### config.mk
export PLATFORM = sky130hd
export DESIGN_NAME = sos_coef_bank
export DESIGN_NICKNAME = d
export VERILOG_FILES = /design/src/rtl/sos_pkg.sv /design/src/rtl/sos_coef_regs.sv /design/src/rtl/sos_coef_bank.sv
export SDC_FILE = /design/constraint.sdc
export NUM_CORES = 1
export LEC_CHECK = 0
export CAP_MARGIN = 10
export CORE_ASPECT_RATIO = 1.4
export CORE_MARGIN = 2
export CORE_UTILIZATION = 35
export DETAILED_ROUTE_END_ITERATION = 10
export GPL_TIMING_DRIVEN = 0
export SKIP_LAST_GASP = 1
export SLEW_MARGIN = 10
export SYNTH_ARGS = -nofsm -noshare
export SYNTH_HDL_FRONTEND = slang
export SYNTH_SLANG_ARGS = --single-unit
### constraint.sdc
create_clock -name clk -period 2 [get_ports clk]
set_input_delay 0.2 -clock clk [delete_from_list [all_inputs] [get_ports clk]]
set_output_delay 0.2 -clock clk [all_outputs]
set_load 0.1 [all_outputs]
### src/rtl/sos_pkg.sv
// Shared types and constants for the SOS coefficient bank: Q2.22 width, unity,
// coefficient index enum, per-section coefficient struct and the bank FSM states.
package sos_pkg;

    localparam int COEF_W   = 24;
    localparam int NUM_COEF = 5;
    localparam logic [COEF_W-1:0] COEF_UNITY = 24'h400000;

    typedef enum logic [2:0] {
        COEF_B0 = 3'd0,
        COEF_B1 = 3'd1,
        COEF_B2 = 3'd2,
        COEF_A1 = 3'd3,
        COEF_A2 = 3'd4
    } coef_idx_e;

    typedef enum logic {
        ST_IDLE,
        ST_PENDING
    } bank_state_e;

    typedef struct packed {
        logic [COEF_W-1:0] b0;
        logic [COEF_W-1:0] b1;
        logic [COEF_W-1:0] b2;
        logic [COEF_W-1:0] a1;
        logic [COEF_W-1:0] a2;
    } sec_coef_t;

    // A section that passes its input straight through: b0 = 1.0, everything else 0.
    localparam sec_coef_t COEF_PASSTHROUGH = '{b0: COEF_UNITY, b1: '0, b2: '0, a1: '0, a2: '0};

    function automatic logic [COEF_W-1:0] coef_select(input sec_coef_t s, input logic [2:0] idx);
        logic [COEF_W-1:0] v;
        v = '0;
        case (coef_idx_e'(idx))
            COEF_B0: v = s.b0;
            COEF_B1: v = s.b1;
            COEF_B2: v = s.b2;
            COEF_A1: v = s.a1;
            COEF_A2: v = s.a2;
            default: v = '0;
        endcase
        return v;
    endfunction

endpackage

### src/rtl/sos_coef_regs.sv
// One biquad section's shadow and active coefficient registers.
// Optional COEF_READBACK_EN exposes the shadow set for host readback.
module sos_coef_regs
    import sos_pkg::*;
(
    input  logic              clk,
    input  logic              rst,
    input  logic              wr_en_i,
    input  logic [2:0]        wr_coef_idx_i,
    input  logic [COEF_W-1:0] wr_data_i,
    input  logic              copy_en_i,
`ifdef COEF_READBACK_EN
    output sec_coef_t         shadow_o,
`endif
    output sec_coef_t         active_o
);

    sec_coef_t shadow_q;
    sec_coef_t shadow_d;
    sec_coef_t active_q;

    always_comb begin
        shadow_d = shadow_q;
        if (wr_en_i) begin
            case (coef_idx_e'(wr_coef_idx_i))
                COEF_B0: shadow_d.b0 = wr_data_i;
                COEF_B1: shadow_d.b1 = wr_data_i;
                COEF_B2: shadow_d.b2 = wr_data_i;
                COEF_A1: shadow_d.a1 = wr_data_i;
                COEF_A2: shadow_d.a2 = wr_data_i;
                default: ;
            endcase
        end
    end

    // Copy samples shadow_q, so a write landing on the copy edge stays in shadow only.
    always_ff @(posedge clk) begin
        if (rst) begin
            shadow_q <= COEF_PASSTHROUGH;
            active_q <= COEF_PASSTHROUGH;
        end else begin
            shadow_q <= shadow_d;
            if (copy_en_i) begin
                active_q <= shadow_q;
            end
        end
    end

`ifdef COEF_READBACK_EN
    assign shadow_o = shadow_q;
`endif
    assign active_o = active_q;

endmodule

### src/rtl/sos_coef_bank.sv
// Double-buffered coefficient store for the SOS cascade; commits take effect only on frame_sync.
// Define COEF_READBACK_EN to add the registered host readback port.
module sos_coef_bank #(
    parameter int NUM_SEC   = 4,
    parameter int COEF_W    = 24,
    parameter int SEC_IDX_W = 4
) (
    input  logic                      clk,
    input  logic                      rst,
    input  logic                      cfg_wr_en,
    input  logic [SEC_IDX_W-1:0]      cfg_sec_idx,
    input  logic [2:0]                cfg_coef_idx,
    input  logic [COEF_W-1:0]         cfg_wdata,
    input  logic                      cfg_commit,
    input  logic                      frame_sync,
    output logic [NUM_SEC*COEF_W-1:0] coef_b0,
    output logic [NUM_SEC*COEF_W-1:0] coef_b1,
    output logic [NUM_SEC*COEF_W-1:0] coef_b2,
    output logic [NUM_SEC*COEF_W-1:0] coef_a1,
    output logic [NUM_SEC*COEF_W-1:0] coef_a2,
    output logic                      commit_pending,
    output logic                      commit_done,
    output logic                      cfg_err
`ifdef COEF_READBACK_EN
    ,
    input  logic                      cfg_rd_en,
    input  logic                      cfg_rd_sel,
    output logic [COEF_W-1:0]         cfg_rdata
`endif
);

    import sos_pkg::*;

    bank_state_e state_q;
    bank_state_e state_d;
    logic        commitDone_q;
    logic        cfgErr_q;
    logic        copyEn;
    logic        idxLegal;
    sec_coef_t   active [NUM_SEC];

    assign idxLegal = (32'(cfg_sec_idx) < NUM_SEC) && (cfg_coef_idx <= 3'(COEF_A2));

    always_ff @(posedge clk) begin
        if (rst) begin
            state_q <= ST_IDLE;
        end else begin
            state_q <= state_d;
        end
    end

    // A commit arriving with frame_sync in IDLE waits for the next sync; extra commits merge.
    always_comb begin
        state_d = state_q;
        case (state_q)
            ST_IDLE:    if (cfg_commit) state_d = ST_PENDING;
            ST_PENDING: if (frame_sync) state_d = ST_IDLE;
            default:    state_d = ST_IDLE;
        endcase
    end

    always_comb begin
        copyEn         = (state_q == ST_PENDING) && frame_sync;
        commit_pending = (state_q == ST_PENDING);
    end

    always_ff @(posedge clk) begin
        if (rst) begin
            commitDone_q <= 1'b0;
            cfgErr_q     <= 1'b0;
        end else begin
            commitDone_q <= copyEn;
            if (cfg_wr_en && !idxLegal) begin
                cfgErr_q <= 1'b1;
            end
        end
    end

    assign commit_done = commitDone_q;
    assign cfg_err     = cfgErr_q;

`ifdef COEF_READBACK_EN
    sec_coef_t shadow [NUM_SEC];
`endif

    for (genvar k = 0; k < NUM_SEC; k++) begin : g_sec
        logic wrSec;
        assign wrSec = cfg_wr_en && idxLegal && (cfg_sec_idx == SEC_IDX_W'(k));

        sos_coef_regs u_regs (
            .clk           (clk),
            .rst           (rst),
            .wr_en_i       (wrSec),
            .wr_coef_idx_i (cfg_coef_idx),
            .wr_data_i     (cfg_wdata),
            .copy_en_i     (copyEn),
`ifdef COEF_READBACK_EN
            .shadow_o      (shadow[k]),
`endif
            .active_o      (active[k])
        );

        assign coef_b0[k*COEF_W +: COEF_W] = active[k].b0;
        assign coef_b1[k*COEF_W +: COEF_W] = active[k].b1;
        assign coef_b2[k*COEF_W +: COEF_W] = active[k].b2;
        assign coef_a1[k*COEF_W +: COEF_W] = active[k].a1;
        assign coef_a2[k*COEF_W +: COEF_W] = active[k].a2;
    end

`ifdef COEF_READBACK_EN
    sec_coef_t         rdSet;
    logic [COEF_W-1:0] rdata_q;
    logic [COEF_W-1:0] rdata_d;

    always_comb begin
        rdSet = '0;
        for (int k = 0; k < NUM_SEC; k++) begin
            if (cfg_sec_idx == SEC_IDX_W'(k)) begin
                rdSet = cfg_rd_sel ? active[k] : shadow[k];
            end
        end
    end

    // Reads see the registers before this edge's write or copy lands.
    always_comb begin
        rdata_d = rdata_q;
        if (cfg_rd_en) begin
            rdata_d = idxLegal ? coef_select(rdSet, cfg_coef_idx) : '0;
        end
    end

    always_ff @(posedge clk) begin
        if (rst) begin
            rdata_q <= '0;
        end else begin
            rdata_q <= rdata_d;
        end
    end

    assign cfg_rdata = rdata_q;
`endif

endmodule
After elaboration in Yosys (flattened, before gate mapping)
Cells that the tools add are included.
{"block": "word_totals", "ff_bits": 963, "input_bits": 36}
{"block": "op_classes", "magnitude_cmp": 2, "n_eq_ne": 7, "muxes": 3, "bitwise": 1, "n_reduce_logical": 31}
{"operator": "$reduce_and 2->1", "n": 20}
{"operator": "$eq 4x2->1 const B", "n": 2}
{"operator": "$logic_and 1x1->1", "n": 8}
{"operator": "$eq 3x2->1 const B", "n": 2}
{"operator": "$eq 4x1->1 const B", "n": 1}
{"operator": "$logic_not 4->1", "n": 1}
{"operator": "$lt 4x3->1 const B", "n": 1}
{"operator": "$eq 3x1->1 const B", "n": 1}
{"operator": "$eq 3x3->1 const B", "n": 1}
{"operator": "$le 3x3->1 const B", "n": 1}
{"operator": "$logic_not 3->1", "n": 1}
{"operator": "$mux 1", "n": 2}
{"operator": "$pmux 1 s2", "n": 1}
{"operator": "$logic_not 1->1", "n": 1}
{"operator": "$not 1->1", "n": 1}

Longest topological paths before layout
{"block": "depth", "word_depth": 5, "mapped_depth": 7}

Modules after synthesis
From an unflattened synthesis, not the netlist that was laid out.
{"block": "unflattened", "hier_cells": 3255, "area_unflattened_um2": 35968.2}
{"module": "sos_coef_regs", "instances": 4, "cells_each": 809, "area_per_inst_um2": 8948.6}
{"module": "sos_coef_bank", "instances": 1, "cells_each": 19, "area_per_inst_um2": 173.9}

Least setup slack after synthesis
No wires, ideal clock.
{"block": "synth_timing", "path_kind": "register to register", "from": "register state_q, in the netlist commit_pending", "to": "register g_sec[2].u_regs.active_q, in the netlist g_sec[2].u_regs.active_o[0]", "setup_ns": 0.062, "arrival_time_ns": 2.265, "required_ns": 1.938, "path_slack_ns": -0.327, "path_stages_with_launch": 8, "path_buffers": 3, "period_less_slack_ns": 2.327, "cell_sequence": "dfxtp_1 nand2_1 or2_2 clkbuf_1 inv_2 buf_2 buf_1 a22o_1"}
{"block": "synth_via", "elab_chain_cells": 1}
{"element": "start, declared", "line_no": "sos_coef_bank.sv:34", "text": "bank_state_e state_q;"}
{"element": "start signal, assigned", "line_no": "sos_coef_bank.sv:48", "text": "state_q <= state_d;"}
{"element": "$logic_and 1x1->1", "line_no": "sos_coef_bank.sv:63", "text": "copyEn = (state_q == ST_PENDING) && frame_sync;"}
{"element": "end signal, assigned", "line_no": "sos_coef_regs.sv:44", "text": "active_q <= shadow_q;"}
{"element": "end, declared", "line_no": "sos_coef_regs.sv:20", "text": "sec_coef_t active_q;"}
Every way passes these cells.
A chain may end at the register's enable or synchronous reset.

==> summary.md <==
| Metric | Value |
|---|---|
| Outcome | `completed` |
| Total power | `39.8 mW` |
| Initial drt markers | `1162` |
| Commonest cells post-synth | `dfxtp_1 (963), nand2b_1 (501), mux2i_1 (480), a22o_1 (476), clkbuf_1 (166)` |
| Clk slew on worst S/H paths | `0.06 ns` |
| Fin. Hold Viols | `0` |
| WP buf/inv | `4` |
| Post-synth top area share | `58.3%` |
| Pwr/cell area | `907 nW/um^2` |
| Pins Over Slew Limit | `0` |
| Worst Clk Skew | `0.0242 ns` |
| Syn_area_per_cell | `12.1 um^2` |
| Post-synth EDFFs | `0` |
| Ys Warns | `0` |
| WL final | `116000 um` |
| Post-synth cell types | `29` |
| Async set-reset flop share out of synthesis | `0%` |
| Clk_lat worst skew | `0.66 ns` |
| Pleak | `19.1 nW` |
| Hold Buf Count CTS | `0` |
| Crit path largest cell delay | `0.71 ns` |
| Buffers added on ports | `514` |
| Layout cell share with drive strength beyond 1 | `24.4%` |
| RSZ-0062 raised after global routing | `true` |
| Die width | `264 um` |
| Nets | `3375` |
| GRT Overall Usage | `23.3%` |
| Drt drc | `0` |
| Primary FF master, synth | `dfxtp_1` |
| CTS tree | `built` |
| Std cell rows | `133` |
| Vias per inst | `4.88` |
| Worst hold slack | `0.0819 ns` |
| Vias in the first global route | `22900` |
| Pre-CTS setup slack | `-1.81 ns` |
| Die H | `368 um` |
| Top Family by Delay on Critical Path | `buffers and inverters` |
| Tmin final | `1.96 ns` |
| Drt wl/cell | `25.0 um` |
| Register bit total from synthesis | `963` |
| DP Area | `39800 um^2` |
| Post-cts resize count | `1529` |
| Seq/Total Area, Yosys | `58.3%` |
| Mapped Cells | `2728` |
| Syn_nets | `2764` |
| CP max stage cell | `clkdlybuf4s50_1` |
| Vias | `22600` |
| Pin count of the biggest net entering global routing | `15` |
| Kind of critical path | `input port to flop` |
| Initial Util | `35.2%` |
| Setup bufs post-CTS | `0` |
| Final ANT Viol Nets | `0` |
| Mapped cell area | `33100 um^2` |
| Core area | `93900 um^2` |
| I/O pins | `519` |
| Clock buffer count from CTS | `95` |
| WP data required | `2.51 ns` |
| Setup-failing EPs final | `0` |
| CTS Buffer Depth | `3` |
| Tightest Hold Check Type | `input port to flop` |
| First-pass GRT wire length | `165000 um` |
| Synth top area cells | `dfxtp_1 (58%), mux2i_1 (15%), a22o_1 (13%)` |
| Area grow syn2layout | `32.7%` |
| Nature of the critical path startpoint | `input port` |
| Die Footprint | `97000 um^2` |
| IR drop worst, VDD | `604 uV` |
| Max_slew headroom | `41.6%` |
| Grt ovf | `0` |
| WP data arrival | `2.47 ns` |
| Most frequent cell after synthesis | `dfxtp_1` |
| Root Buffer | `clkbuf_16` |
| Tcrit/Tclk final | `98.2%` |
| Crit-path cells | `clkdlybuf4s50_1 -> clkbuf_4 -> clkbuf_1 -> nand2b_1 -> clkbuf_2 -> mux2i_1` |
| Critical Path Fanout Max | `10` |
| Clk sink count | `963` |
| Setup_tns | `0 ns` |
| Maximum clock rate | `509 MHz` |
| Initial antenna violation count | `15` |
| Yosys top cell by area | `dfxtp_1` |
| Fillers | `8626` |
| Crit. End Element | `flop` |
| RD Place Congestion | `0.787` |
| Drt pass-1 iters | `6` |
| Max Cap Viol | `0` |
| # H-tree levels | `3` |
| Design area | `43900 um^2` |
| HPWL after DPL | `82200 um` |
| Worst Setup Slack, final | `0.0362 ns` |
| Worst Max-Slew Pin Slew | `0.868 ns` |
## cells by family after synthesis
family                 synth area share [%]
DFF                                    58.3
buffers and inverters                  3.73
and+or+nand+nor                        10.7
muxes                                  14.5
AOI/OAI and AO/OA                      12.8
## power breakdown
group | internal (mW) | switching [mW]
logic | 0.416 | 1.17
registers | 19.2 | 0.0212
clock network | 11.1 | 7.88
total | 30.7 | 9.07
## cell type report
type | instances | area (um^2) | share of cell area [%]
Timing Repair Buffer | 515 | 5760 | 13.1
Sequential cell | 963 | 19300 | 43.9
Clock inverter | 42 | 572 | 1.30
Buffer | 258 | 1400 | 3.19
Clock buffer | 132 | 2760 | 6.28
Multi-Input combinational cell | 1504 | 12600 | 28.7
Inverter | 2 | 12.5 | 0.0285
Antenna cell | 1 | 2.50 | 0.00570
Tap cell | 1215 | 1520 | 3.46
## registers in the layout (all words and copies together), names as in the netlist
register,flops
g_sec.u_regs.shadow_q,480
cfg_err,1
commit_done,1
commit_pending,1
g_sec.u_regs.active_o,480
## metal layers
metal	global-route usage [%]	routed length [um]	up-vias
li1	-	-	10900
met1	28.6	49600	11000
met2	40.4	56100	582
met3	6.07	7060	166
met4	6.23	2740	28
met5	0	180	-
## placed cells by master (no fill, tap or decap), types with 6 or more instances in the layout
master,synthesis,layout
dfxtp_1,963,962
nand2b_1,501,500
clkdlybuf4s15_2,0,483
mux2i_1,480,480
a22o_1,476,476
clkbuf_1,166,108
clkbuf_16,0,96
buf_2,65,54
clkbuf_2,0,53
clkdlybuf4s50_1,0,31
clkbuf_8,0,23
buf_6,21,22
clkinv_2,0,20
clkbuf_4,0,17
buf_4,4,16
bufinv_16,0,11
nand3_4,9,9
nor2_1,7,7
nand4_2,6,6
## final timing paths
kind,startpoint,to,slack [ns],cells after the start
setup / recovery,rst,g_sec[0].u_regs.shadow_q[14]$_SDFFE_PP0P_,0.04,6
hold / removal,cfg_coef_idx[1],g_sec[1].u_regs.shadow_q[24]$_SDFFE_PP0P_,0.08,3
setup reg to reg,commit_pending$_SDFF_PP0_,g_sec[3].u_regs.active_o[97]$_SDFFE_PP0P_,0.04,4
hold reg to reg,g_sec[0].u_regs.shadow_q[23]$_SDFFE_PP0P_,g_sec[0].u_regs.active_o[23]$_SDFFE_PP0P_,0.45,1
## tightest hold or removal path, cell delays in order
cell	delay [ns]
buf_4	0.15
nand4_2	0.23
mux2i_1	0.11
## metrics by stage
step / instances / utilization, %
2_1_floorplan: 2728 / -
3_5_place_dp: 4458 / 42.4
5_1_grt: 4631 / 46.8
3_3_place_gp: 4457 / 42.3
4_1_cts: 4631 / 46.7
6_report: 4632 / 46.8
(Power assumes the default switching activity.)
